## src/rtl/shift_add_mult_ctrl.sv

```systemverilog
// Sequential shift-and-add multiplier: one multiplier bit per clock,
// start/done handshake, 2*WIDTH-bit product held until the next start.
//
// Ports:
//   clk, rst_n      clock, async active-low reset
//   start, a, b     request and unsigned operands (taken in IDLE/DONE)
//   busy            high while iterating (WIDTH cycles)
//   done            one-cycle pulse when product becomes valid
//   product         a*b, stable from done until the next accepted start
module shift_add_mult_ctrl #(
  parameter int WIDTH = 4
) (
  input  logic               clk,
  input  logic               rst_n,
  input  logic               start,
  input  logic [WIDTH-1:0]   a,
  input  logic [WIDTH-1:0]   b,
  output logic               busy,
  output logic               done,
  output logic [2*WIDTH-1:0] product
);

  localparam int CW = $clog2(WIDTH) + 1;
  localparam logic [CW-1:0] LAST = CW'(WIDTH - 1);

  typedef enum logic [1:0] {
    IDLE,
    CALC,
    DONE
  } state_t;

  state_t           state;
  logic [WIDTH-1:0] mcand;
  logic [WIDTH-1:0] mplier;
  logic [WIDTH:0]   acc_hi;
  logic [WIDTH-1:0] acc_lo;
  logic [CW-1:0]    cnt;

  logic [WIDTH-1:0] pp;
  logic [WIDTH:0]   sum;
  logic [WIDTH:0]   hi_nxt;
  logic [WIDTH-1:0] lo_nxt;

  // acc_hi carries one extra bit so the add never drops its carry;
  // the whole {sum, acc_lo} pair then shifts right by one.
  always_comb begin
    pp     = mcand & {WIDTH{mplier[0]}};
    sum    = acc_hi + {1'b0, pp};
    hi_nxt = {1'b0, sum[WIDTH:1]};
    lo_nxt = {sum[0], acc_lo[WIDTH-1:1]};
  end

  always_ff @(posedge clk or negedge rst_n) begin
    if (!rst_n) begin
      state   <= IDLE;
      busy    <= 1'b0;
      done    <= 1'b0;
      product <= '0;
      mcand   <= '0;
      mplier  <= '0;
      acc_hi  <= '0;
      acc_lo  <= '0;
      cnt     <= '0;
    end else begin
      unique case (state)
        IDLE, DONE: begin
          done <= 1'b0;
          if (start) begin
            mcand  <= a;
            mplier <= b;
            acc_hi <= '0;
            acc_lo <= '0;
            cnt    <= '0;
            busy   <= 1'b1;
            state  <= CALC;
          end else begin
            busy  <= 1'b0;
            state <= IDLE;
          end
        end
        CALC: begin
          acc_hi <= hi_nxt;
          acc_lo <= lo_nxt;
          mplier <= mplier >> 1;
          cnt    <= cnt + 1'b1;
          if (cnt == LAST) begin
            state   <= DONE;
            busy    <= 1'b0;
            done    <= 1'b1;
            product <= {hi_nxt[WIDTH-1:0], lo_nxt};
          end
        end
        default: begin
          state <= IDLE;
          busy  <= 1'b0;
          done  <= 1'b0;
        end
      endcase
    end
  end

endmodule

```

## config.mk

```make
export PLATFORM = sky130hd
export DESIGN_NAME = shift_add_mult_ctrl
export DESIGN_NICKNAME = d
export VERILOG_FILES = /design/src/rtl/shift_add_mult_ctrl.sv
export SDC_FILE = /design/constraint.sdc
export NUM_CORES = 1
export LEC_CHECK = 0
export CORE_MARGIN = 8
export CORE_UTILIZATION = 43
export DETAILED_ROUTE_END_ITERATION = 8
export PLACE_DENSITY = 0.67
export SETUP_SLACK_MARGIN = 0.1
export SLEW_MARGIN = 10
export SYNTH_ARGS = -nofsm -noshare
export SYNTH_HDL_FRONTEND = slang
export SYNTH_SLANG_ARGS = --single-unit
```

## constraint.sdc

```tcl
create_clock -name clk -period 2.16 [get_ports clk]
set_input_delay 0.648 -clock clk [delete_from_list [all_inputs] [get_ports clk]]
set_output_delay 0.648 -clock clk [all_outputs]
set_load 0.02 [all_outputs]
```

==> results of run 1 <==
[per-layer routing]
| layer | GRT usage [%] | part of all wire [%] | vias up |
|---|---|---|---|
| met1 | 12.0 | 45 | 430 |
| met3 | 4.27 | 6.7 | 4 |
| li1 | - | - | 433 |
| met4 | 6.12 | 2.4 | 0 |
| met5 | 0 | 0 | - |
| met2 | 17.7 | 45 | 26 |
[cells in the mapped netlist]
cell type / count
a211oi_1: 1
a21o_1: 3
a21oi_1: 3
a22o_1: 6
a22oi_1: 2
a32o_1: 1
and2_1: 5
buf_2: 2
buf_6: 2
dfrtp_1: 29
fa_1: 1
ha_1: 6
inv_1: 2
mux2_2: 12
mux2i_1: 3
nand2_1: 8
nand2_4: 1
nand2b_1: 3
nor2_1: 3
nor2b_1: 2
nor2b_4: 1
o21ai_0: 8
o2bb2ai_1: 1
or2_2: 1
xnor2_1: 1
xor2_1: 1
[state kept, by name (all words and copies together) (netlist names)]
name / cells
done: 1
mplier: 4
busy: 1
state: 1
acc_lo: 3
cnt: 3
acc_hi: 4
mcand: 4
product: 8
[power groups by stage]
| stage | Combinational (µW) | Sequential, µW | Clock [µW] |
|---|---|---|---|
| 6_report | 1020 | 934 | 323 |
| 5_1_grt | 1130 | 975 | 366 |
| 4_1_cts | 1030 | 937 | 335 |
| 3_5_place_dp | 1030 | 949 | 0 |
| 3_3_place_gp | 999 | 934 | 0 |
| 2_1_floorplan | 672 | 970 | 0 |
[area by class of cell]
class                   instances  area, µm²
multi-input cells              73        584
flip-flops and latches         29        726
repair buffers                 24        230
inverters                       2       7.51
clock buffers                   7       55.1
well taps                      44       55.1
fillers                       280       1370
[final timing paths]
kind | from | to | slack [ns] | cells after the start
min in group asynchronous | rst_n | cnt[2]$_DFFE_PN0P_ | 0.70 | 2
setup reg to reg | mplier[0]$_DFFE_PN0P_ | acc_hi[0]$_DFFE_PN0P_ | 0.32 | 5
hold reg to reg | mplier[2]$_DFFE_PN0P_ | mplier[2]$_DFFE_PN0P_ | 0.49 | 2
max in group asynchronous | rst_n | mcand[2]$_DFFE_PN0P_ | 1.19 | 2
hold / removal | mplier[2]$_DFFE_PN0P_ | mplier[2]$_DFFE_PN0P_ | 0.49 | 2
setup / recovery | busy$_DFFE_PN0P_ | busy | 0.23 | 1
[metrics by stage]
step           hold WS [ns]  worst slack [ns]  cell area [µm²]
2_1_floorplan         0.352             0.425             1350
3_3_place_gp          0.462             0.206             1600
3_5_place_dp          0.469             0.165             1600
4_1_cts               0.490             0.208             1660
5_1_grt               0.513             0.172             1660
6_report              0.491             0.233             1660
[layout by cell type, fill, tap and decap left out]
| master | instances |
|---|---|
| nand2_1 | 8 |
| a21oi_1 | 3 |
| dfrtp_1 | 29 |
| o21ai_0 | 8 |
| clkbuf_8 | 1 |
| buf_4 | 4 |
| and2_1 | 5 |
| clkdlybuf4s50_1 | 20 |
| mux2i_1 | 3 |
| ha_1 | 6 |
| nand2_4 | 1 |
| inv_1 | 2 |
| fa_1 | 1 |
| o2bb2ai_1 | 1 |
| a22oi_1 | 2 |
| a21o_1 | 3 |
| xnor2_1 | 1 |
| nor2b_4 | 1 |
| a211oi_1 | 1 |
| nor2_1 | 3 |
| a32o_1 | 1 |
| clkbuf_1 | 1 |
| nor2b_1 | 2 |
| mux2_2 | 12 |
| nand2b_1 | 3 |
| a22o_1 | 6 |
| clkbuf_4 | 5 |
| or2_2 | 1 |
| xor2_1 | 1 |
[worst min-delay path, stage by stage, from the launching register on]
cell and delay (ns):
dfrtp_1 0.35, nand2_1 0.05, nand2_1 0.06
[logic make-up (layout without fill, tap and decap cells)]
| logic type | Yosys count | count (layout) |
|---|---|---|
| AOI/OAI and AO/OA | 25 | 25 |
| xor gates and xnor gates | 2 | 2 |
| adders and majority gates | 7 | 7 |
| buffers and inverters | 6 | 33 |
| DFF | 29 | 29 |
| muxes | 15 | 15 |
| and+or+nand+nor | 24 | 24 |
==> reports/results.tsv, run 1 <==
metric	value	unit
status	completed	
power_frac_comb	44.8	%
maxSlewViolCount	0	
synth_top_family_by_area	compound AO/OA/AOI/OAI gates	
synth_fa_ha_area_share	7.04	%
num_antenna_cells	0	
tightest_slew	0.443	ns
synth_fp_nets	126	
std_cell_rows	20	
grt_setup_unrepaired	no	
p_int	1460	µW
clock_path_buffers	2	
dr.pass1.iters	4	
drt_wl_total	2460	µm
power.total	2280	µW
dieArea	5190	µm²
synth-compound-area-share	12.7	%
power_leakage	0.000787	µW
ir_drop	0.000529	V
cts_tree	yes	
synth_xor_area_share	1.30	%
vias	893	
place_inst	172	
crit_buf_inv	1	
fin_crit_sh	89.2	%
yosysSeqAreaShare	53.8	%
cts_sinks	29	
dieWidth	72.0	µm
grt_max_degree	30	
crit_fanout	2	
ctsHoldBuffers	0	
swShare	35.7	%
p_sw	812	µW
globalRouteOverflowTotal	0	
worstPathRequired	1.51	ns
slowest_delay	0.60	ns
syn_area	1350	µm²
avgRoutedWirePerCell	13.8	µm
htree_levels	2	
grt_pass1_wl	4400	µm
cap_violations	0	
layout.nets	153	
hold_violations	0	
path_cells	clkdlybuf4s50_1	
final_cells	179	
powerDensity	1370	nW/µm²
crit_slowest_cell	clkdlybuf4s50_1	
ant_nets	0	
cp-end-kind	output pin	
ios	21	
synth_top_area_share	53.8	%
clock.fmax	519	MHz
gp_congestion	0.742	
clk_latency	0.32	ns
start_util	44.6	%
yosys_warnings	0	
grt_pass1_vias	987	
post_cts_resized	0	
grtUsageTotal	10.9	%
critical_path_class	register to output pin	
skew	0.00430	ns
synthMuxAreaShare	12.2	%
fin_setup_tns	0	ns
ys_seq_elements	29	
worstHoldPathType	register to register	
areaGrowthSynthToFinish	22.8	%
cp_top_family	buffers and inverters	
syn_inst	108	
postCtsSetupRepairBufs	0	
pwr-share-seq	41.0	%
drc	0	
routed_via_density	4.99	
ctsRootBufferMaster	clkbuf_4	
syn_avg_cell_area	12.5	µm²
dpl.hpwl	1860	µm
critPathLaunchType	register	
final-setup-viol-count	0	
place.port_buffers	20	
final_core_util	54.8	%
period_needed	1.93	ns
max_slew_margin	70.5	%
clkPwrFrac	14.2	%
drt_iter0_markers	29	
path_clk_slew	0.08	ns
yosys.area.top_type	dfrtp_1	
cts_buffers	5	
chipHeight	72.0	µm
core-area	3030	µm²
antenna_found_initial	0	
synth_cell_types	26	
synth-simple-area-share	10.0	%
synth.area.top_cells	dfrtp_1 54%, mux2_2 10%, ha_1 5.6%, a22o_1 3.9%, o21ai_0 3.0%	
arrival	1.28	ns
drive_above_1_share	18.5	%
(Power assumes the default switching activity.)
==> inputs of run 2 (changes only) <==
- CORE_MARGIN: 8 -> 5
==> reports/results.tsv, run 2 (same netlist as run 1, synthesis figures left out) <==
metric	value	unit	change
drc	0		unchanged
ant_nets	0		unchanged
fin_setup_tns	0	ns	unchanged
powerDensity	1380	nW/µm²	+0.23%
drt_iter0_markers	20		-31%
final_common_cell	dfrtp_1		
layout.nets	153		unchanged
slowest_delay	0.61	ns	about the same
grtUsageTotal	13.5	%	+2.6 points
critical_path_class	register to output pin		
hold_violations	0		unchanged
period_needed	1.95	ns	+0.0256 ns
regToRegSetupSlack	0.31	ns	about the same
max_slew_margin	72.4	%	+1.9 points
num_antenna_cells	0		unchanged
areaGrowthSynthToFinish	22.8	%	unchanged
drive_above_1_share	18.5	%	unchanged
cap_violations	0		unchanged
chipHeight	66.0	µm	-8.3%
cts_buffers	5		unchanged
largest_register_ff_count	8		unchanged
dieArea	4360	µm²	-16%
cts_sinks	29		unchanged
path_cells	clkdlybuf4s50_1		
final_core_util	54.8	%	unchanged
place.port_buffers	20		unchanged
final_cell_mix	29 x dfrtp_1, 20 x clkdlybuf4s50_1, 12 x mux2_2		
ios	21		unchanged
tightest_slew	0.414	ns	-0.0288 ns
arrival	1.30	ns	+0.02 ns
power_leakage	0.000787	µW	unchanged
worstPathRequired	1.51	ns	about the same
worstHoldPathType	register to register		
maxSlewViolCount	0		unchanged
routed_via_density	4.83		-3.1%
critPathLaunchType	register		
dpl.hpwl	1790	µm	-3.7%
postCtsSetupRepairBufs	0		unchanged
ctsRootBufferMaster	clkbuf_4		
final-setup-viol-count	0		unchanged
dr.pass1.iters	3		-1
ctsHoldBuffers	0		unchanged
clk_latency	0.33	ns	about the same
std_cell_rows	20		unchanged
crit_fanout	2		unchanged
start_util	44.6	%	unchanged
antenna_found_initial	0		unchanged
dieWidth	66.0	µm	-8.3%
drt_wl_total	2420	µm	-1.7%
cts_tree	yes		
fillers	264		-5.7%
grt_pass1_vias	916		-7.2%
crit_buf_inv	1		unchanged
clock.fmax	512	MHz	-1.3%
vias	865		-3.1%
grt_setup_unrepaired	no		
path_clk_slew	0.09	ns	about the same
clock_path_buffers	2		unchanged
ir_drop	0.000466	V	-12%
top_register	product		
fin_crit_sh	90.4	%	+1.2 points
status	completed		
globalRouteOverflowTotal	0		unchanged
post_cts_resized	0		unchanged
cp-end-kind	output pin		
avgRoutedWirePerCell	13.5	µm	-1.7%
cp_top_family	buffers and inverters		
core-area	3030	µm²	unchanged
skew	0.0116	ns	+0.00726 ns
crit_slowest_cell	clkdlybuf4s50_1		
grt_max_degree	30		unchanged
gp_congestion	0.758		+2.1%
htree_levels	2		unchanged
grt_pass1_wl	4300	µm	-2.2%
==> run 2: path summary, 6_finish.rpt <==
path,cells after the start,to,from
worst max-delay path,1,done,done$_DFFE_PN0P_
worst min-delay path,2,product[5]$_DFFE_PN0P_,product[5]$_DFFE_PN0P_
worst max register to register,6,acc_hi[1]$_DFFE_PN0P_,mplier[0]$_DFFE_PN0P_
worst min register to register,2,product[5]$_DFFE_PN0P_,product[5]$_DFFE_PN0P_
max in group asynchronous,2,cnt[2]$_DFFE_PN0P_,rst_n
min in group asynchronous,2,product[4]$_DFFE_PN0P_,rst_n
==> run 2: cell type report <==
class                           count  area (µm²)  share of cell area, %
Multi-Input combinational cell     73         584                   35.2
Inverter                            2        7.51                  0.453
Clock buffer                        7        55.1                   3.32
Timing Repair Buffer               24         230                   13.9
Sequential cell                    29         726                   43.8
Tap cell                           44        55.1                   3.32
==> run 2: layer usage <==
metal  global-route usage, %  vias to the layer above  routed length [µm]
met1                    16.4                      407                1160
met5                       0                        -                   0
met3                    6.29                        6                 148
met2                    20.3                       20                1060
met4                    6.09                        0                  52
li1                        -                      432                   -
==> run 2: stage by stage <==
step | cell area (µm²) | hold WS (ns) | cells | power [µW] | setup WS, ns
final | 1660 | 0.486 | 179 | 2280 | 0.208
after global routing | 1660 | 0.519 | 179 | 2480 | 0.139
after CTS | 1660 | 0.496 | 179 | 2310 | 0.174
after detailed placement | 1600 | 0.474 | 172 | 1980 | 0.167
after global placement | 1600 | 0.464 | 172 | 1930 | 0.201
after floorplan | 1350 | 0.352 | 108 | 1640 | 0.425
==> run 2: power by group <==
part           switching (µW)  internal (µW)
registers                 163            767
logic                     473            544
clock network             182            153
